`config.mk`:
```
export PLATFORM = sky130hd
export DESIGN_NAME = decode
export DESIGN_NICKNAME = d
export VERILOG_FILES = /design/src/rtl/decode.sv
export SDC_FILE = /design/constraint.sdc
export NUM_CORES = 2
export LEC_CHECK = 0
export ABC_CLOCK_PERIOD_IN_PS = 3000
export CAP_MARGIN = 10
export CORE_ASPECT_RATIO = 1.5
export CORE_MARGIN = 2
export CORE_UTILIZATION = 45
export CTS_CLUSTER_SIZE = 8
export DETAILED_ROUTE_END_ITERATION = 10
export PLACE_DENSITY = 0.63
export SETUP_SLACK_MARGIN = 0.2
export SYNTH_ARGS = -nofsm -noshare
export SYNTH_HDL_FRONTEND = slang
export SYNTH_SLANG_ARGS = --single-unit
```
`constraint.sdc`:
```
create_clock -name clock -period 3 [get_ports clock]
set_input_delay 0.6 -clock clock [delete_from_list [all_inputs] [get_ports clock]]
set_output_delay 0.6 -clock clock [all_outputs]
set_load 0.01 [all_outputs]
```
`src/rtl/decode.sv`:
```
// decode: ID stage (field decode, 32x32 regfile, load-use stall, ID_EX latch); define DECODE_BYPASS_EN for same-cycle writeback forwarding
module decode #(
   parameter int NREGS = 32
) (
   input  logic        clock,
   input  logic        reset,
   input  logic [63:0] IF_ID,
   input  logic        if_valid,
   input  logic        branchFlag,
   input  logic        wb_en,
   input  logic [4:0]  wb_addr,
   input  logic [31:0] wb_data,
   output logic        stall,
   output logic        id_ex_valid,
   output logic [31:0] id_ex_pc,
   output logic [5:0]  id_ex_opcode,
   output logic [5:0]  id_ex_funct,
   output logic [31:0] id_ex_rs_val,
   output logic [31:0] id_ex_rt_val,
   output logic [31:0] id_ex_imm,
   output logic [4:0]  id_ex_dest,
   output logic        id_ex_is_load,
   output logic        id_ex_illegal
);
   logic [31:0] rf [NREGS];
   logic [5:0]  opcode;
   logic [4:0]  rs, rt, rd, dest;
   logic [15:0] imm16;
   logic [31:0] imm, rs_val, rt_val;
   logic        is_r, is_addi, is_andi, is_ori, is_lui, is_lw, is_sw, is_beq;
   logic        illegal, use_rs, use_rt, hit, bubble;

   assign opcode  = IF_ID[31:26];
   assign rs      = IF_ID[25:21];
   assign rt      = IF_ID[20:16];
   assign rd      = IF_ID[15:11];
   assign imm16   = IF_ID[15:0];
   assign is_r    = opcode == 6'b000000;
   assign is_addi = opcode == 6'b001000;
   assign is_andi = opcode == 6'b001100;
   assign is_ori  = opcode == 6'b001101;
   assign is_lui  = opcode == 6'b001111;
   assign is_lw   = opcode == 6'b100011;
   assign is_sw   = opcode == 6'b101011;
   assign is_beq  = opcode == 6'b000100;
   assign illegal = !(is_r | is_addi | is_andi | is_ori | is_lui | is_lw | is_sw | is_beq);
   assign use_rs  = is_r | is_addi | is_andi | is_ori | is_lw | is_sw | is_beq;
   assign use_rt  = is_r | is_sw | is_beq;
   assign dest    = is_r ? rd : (is_addi | is_andi | is_ori | is_lui | is_lw) ? rt : 5'd0;
   assign imm     = is_lui ? {imm16, 16'h0} : (is_andi | is_ori) ? {16'h0, imm16} : {{16{imm16[15]}}, imm16};

`ifdef DECODE_BYPASS_EN
   assign rs_val = (rs == 5'd0) ? 32'h0 : (wb_en && wb_addr == rs) ? wb_data : rf[rs];
   assign rt_val = (rt == 5'd0) ? 32'h0 : (wb_en && wb_addr == rt) ? wb_data : rf[rt];
`else
   assign rs_val = (rs == 5'd0) ? 32'h0 : rf[rs];
   assign rt_val = (rt == 5'd0) ? 32'h0 : rf[rt];
`endif

   assign hit    = (use_rs && rs == id_ex_dest) || (use_rt && rt == id_ex_dest);
   assign stall  = !branchFlag && if_valid && id_ex_valid && id_ex_is_load && id_ex_dest != 5'd0 && hit;
   assign bubble = branchFlag || stall || !if_valid;

   // register file: r0 is never written so it stays zero
   always_ff @(posedge clock or negedge reset)
      if (!reset)
         for (int i = 0; i < NREGS; i++) rf[i] <= 32'h0;
      else if (wb_en && wb_addr != 5'd0)
         rf[wb_addr] <= wb_data;

   // ID_EX latch: decoded instruction, or an all-zero bubble on flush/stall/idle
   always_ff @(posedge clock or negedge reset)
      if (!reset) begin
         id_ex_valid   <= 1'b0;
         id_ex_pc      <= 32'h0;
         id_ex_opcode  <= 6'h0;
         id_ex_funct   <= 6'h0;
         id_ex_rs_val  <= 32'h0;
         id_ex_rt_val  <= 32'h0;
         id_ex_imm     <= 32'h0;
         id_ex_dest    <= 5'h0;
         id_ex_is_load <= 1'b0;
         id_ex_illegal <= 1'b0;
      end else begin
         id_ex_valid   <= !bubble;
         id_ex_pc      <= bubble ? 32'h0 : IF_ID[63:32];
         id_ex_opcode  <= bubble ? 6'h0 : opcode;
         id_ex_funct   <= bubble ? 6'h0 : IF_ID[5:0];
         id_ex_rs_val  <= bubble ? 32'h0 : rs_val;
         id_ex_rt_val  <= bubble ? 32'h0 : rt_val;
         id_ex_imm     <= bubble ? 32'h0 : imm;
         id_ex_dest    <= bubble ? 5'h0 : dest;
         id_ex_is_load <= !bubble && is_lw;
         id_ex_illegal <= !bubble && illegal;
      end
endmodule

```
==> out/qor.csv <==
stage,metric,value,unit
outcome,outcome,completed,
critical_path,startpoint_type,primary input,
floorplanning,dieWidth,301.6,µm
layout,layout-drive-gt1-share,0.4311,
timing,period_share,0.9038,
timing,fmax,368.8,MHz
timing,setup_ws,0.2885,ns
timing,hold_violations,0,
synthesis,yosys-top-cells-count,"1172 x dfrtp_1, 985 x mux2_2, 384 x mux4_2",
timing,min_period,2.711,ns
floorplanning,fp.dieH,450.3,µm
worst_hold_path,hold_path_class,primary input to flop,
critical_path,cp-end-kind,output pin,
power,leakage,30.64,nW
clock_network,clk_latency,0.79,ns
place,post-place-ws,-0.1336,ns
critical_path,worst_r2r_endpoint,id_ex_rs_val[25]$_DFF_PN0_,
layout,nNetsFinal,4582,
synthesis,synth_warnings,0,
synthesis,syn_inst,4243,
timing,rsz0062_at_grt,no,
timing,fin_worst_skew,0.02543,ns
critical_path,cp_data_arrival_time,2.11,ns
clock_network,cts-root-buf,clkbuf_16,
layout,post-route-util,0.5341,
synthesis,ys_async_sr_fraction,1.000,
floorplanning,initial_utilization,0.4536,
global_routing,grt_pass1_wl,282200,µm
critical_path,cp.required,2.40,ns
clock_network,cts.sinks,1172,
clock_network,path_clk_slew,0.05,ns
detailed_routing,wirelength,190800,µm
synthesis,yosysSeqAreaShare,0.4907,
synthesis,syn_avg_cell_area,14.09,µm²
clock_network,numCtsBuffers,164,
detailed_routing,wire_per_inst,30.67,µm
clock_network,cts_tree,yes,
critical_path,timing.rr.start,id_ex_dest[0]$_DFF_PN0_,
clock_network,clock_path_buffers,3,
detailed_routing,final_antenna_net_count,0,
detailed_routing,firstDrtPassIters,5,
floorplanning,die_area,0.1358,mm²
detailed_routing,routed_via_density,6.385,
layout,final_cell_area,0.07037,mm²
floorplanning,pin_count,255,
place,postPlaceCellArea,0.06595,mm²
timing,timing.slew.headroom,0.2830,
floorplanning,num_rows,163,
power,ir_worst_vdd,0.6226,mV
critical_path,worstSetupStartpoint,IF_ID[28],
place,portBuffers,254,
global_routing,antenna_found_initial,11,
synthesis,synth_top_cell_area_share,0.4907,
global_routing,grt_pass1_vias,42240,
synthesis,synth_area_leader_cell,dfrtp_1,
place,dp_hpwl,121200,µm
synthesis,yosysMostFrequentCell,dfrtp_1,
job,drv_cap,0,
timing,finalSetupViolations,0,
synthesis,yosysUniqueCellTypes,43,
synthesis,syn_nets,4349,
critical_path,crit_end,stall,
timing,drv_slew,0,
detailed_routing,drc,0,
synthesis,synthFlopType,dfrtp_1,
critical_path,reg2regPathDepth,8,
layout,area_growth,17.74,%
clock_network,htreeDepth,4,
synthesis,ys_ff_latch,1172,
timing,worstMarginPinSlew,1.072,ns
power,power_density,645.7,mW/mm²
global_routing,grt.overflow.total,0,
synthesis,netlist_top_cells_area,"dfrtp_1 49%, mux2_2 19%, mux4_2 14%",
place,gp_congestion,0.8274,
floorplanning,core,0.1317,mm²
critical_path,path_max_fanout,3,
detailed_routing,vias,39730,
global_routing,grt_util_all_layers,0.2827,
synthesis,syn_area,0.05977,mm²
synthesis,synth_edf_count,0,
global_routing,grt_max_degree,103,
detailed_routing,drt-initial-drc-count,3302,
critical_path,r2r_slack,0.78,ns
worst_hold_path,hold_depth,3,
critical_path,worstSetupPathType,primary input to output pin,
metal layers:
metal | vias to the layer above | track usage | wire length [µm]
li1 | 16380 | - | -
met1 | 21410 | 0.3571 | 75010
met2 | 1478 | 0.4797 | 96250
met3 | 445 | 0.04719 | 11120
met4 | 16 | 0.1187 | 8361
met5 | - | 0 | 106
final cells by class:
class | count | area (µm²)
Timing Repair Buffer | 544 | 6021
Multi-Input combinational cell | 2548 | 28330
Clock buffer | 169 | 4208
Antenna cell | 2 | 5.005
Inverter | 46 | 172.7
Tap cell | 1732 | 2167
Sequential cell | 1172 | 29330
Clock inverter | 9 | 133.9
Fill cell | 10980 | 61380
layout by cell type (no fill, tap or decap), types with 22 or more instances in the layout:
cell             instances
a21oi_1                144
a221oi_1                62
a22oi_1                133
and4bb_1                40
and4bb_2                22
buf_12                 103
buf_4                  190
clkbuf_16              168
clkdlybuf4s50_1        239
dfrtp_1               1170
inv_1                   46
mux2_2                 985
mux2i_1                256
mux4_2                 384
nand2_1                149
nand4_1                 67
nor2_1                  53
nor3_1                  76
o21ai_0                 65
critical path: stages:
cell and delay (ns):
clkdlybuf4s50_1 0.44, nand4b_1 0.28, o22ai_2 0.25, nand4_1 0.17, a21oi_2 0.14, clkdlybuf4s15_2 0.23
what timing repair did:
| action | CTS | global route |
|---|---|---|
| resized for setup | 6 | 8 |
| hold buffers | 1 | 0 |
| setup endpoints to repair | 1 | 1 |
| pin swaps | 2 | 3 |
| buffers inserted | 2 | 1 |
| hold endpoints to repair | 38 | 0 |
cells by family (layout without fill, tap and decap cells):
family,count (synthesis),in the layout,synth area share
compound gates,413,413,0.04484
xor+xnor,10,10,0.001466
buf+inv,523,768,0.04061
flops,1172,1172,0.4907
mux,1632,1632,0.3745
other cells,0,2,0
simple gates,493,493,0.04790
flip-flops by register name (all words and copies together) (netlist names):
name / flops
rf: 1024
id_ex_rt_val: 32
id_ex_dest: 5
id_ex_valid: 1
id_ex_illegal: 1
id_ex_rs_val: 32
id_ex_opcode: 6
id_ex_is_load: 1
id_ex_imm: 32
id_ex_funct: 6
id_ex_pc: 32
how the worst min path moves through the flow:
stage / startpoint / to / slack (ns)
finish: IF_ID[31] / id_ex_opcode[5]$_DFF_PN0_ / 0.16
floorplan: reset / id_ex_dest[0]$_DFF_PN0_ / 0.30
detailed placement: rf[1020]$_DFFE_PN0P_ / rf[1020]$_DFFE_PN0P_ / 0.38
global route: IF_ID[31] / id_ex_opcode[5]$_DFF_PN0_ / 0.16
CTS: IF_ID[55] / id_ex_pc[23]$_DFF_PN0_ / 0.29
global placement: rf[1010]$_DFFE_PN0P_ / rf[1010]$_DFFE_PN0P_ / 0.38
per-stage QoR:
stage | TNS (ns) | power, mW | cells | hold slack [ns]
6_report | 0 | 45.44 | 6222 | 0.1627
3_3_place_gp | -0.1494 | 28.59 | 6038 | 0.3763
2_1_floorplan | 0 | 26.08 | 4243 | 0.3044
4_1_cts | 0 | 45.70 | 6219 | 0.2858
5_1_grt | 0 | 47.27 | 6221 | 0.1592
3_5_place_dp | -0.1336 | 29.01 | 6038 | 0.3833
report_power, final:
group,total (mW),switching [mW],internal [mW]
Clock,16.6,6.79,9.80
Combinational,8.32,3.38,4.94
Sequential,20.5,1.96,18.6
Power figures use the tool's default switching activity.
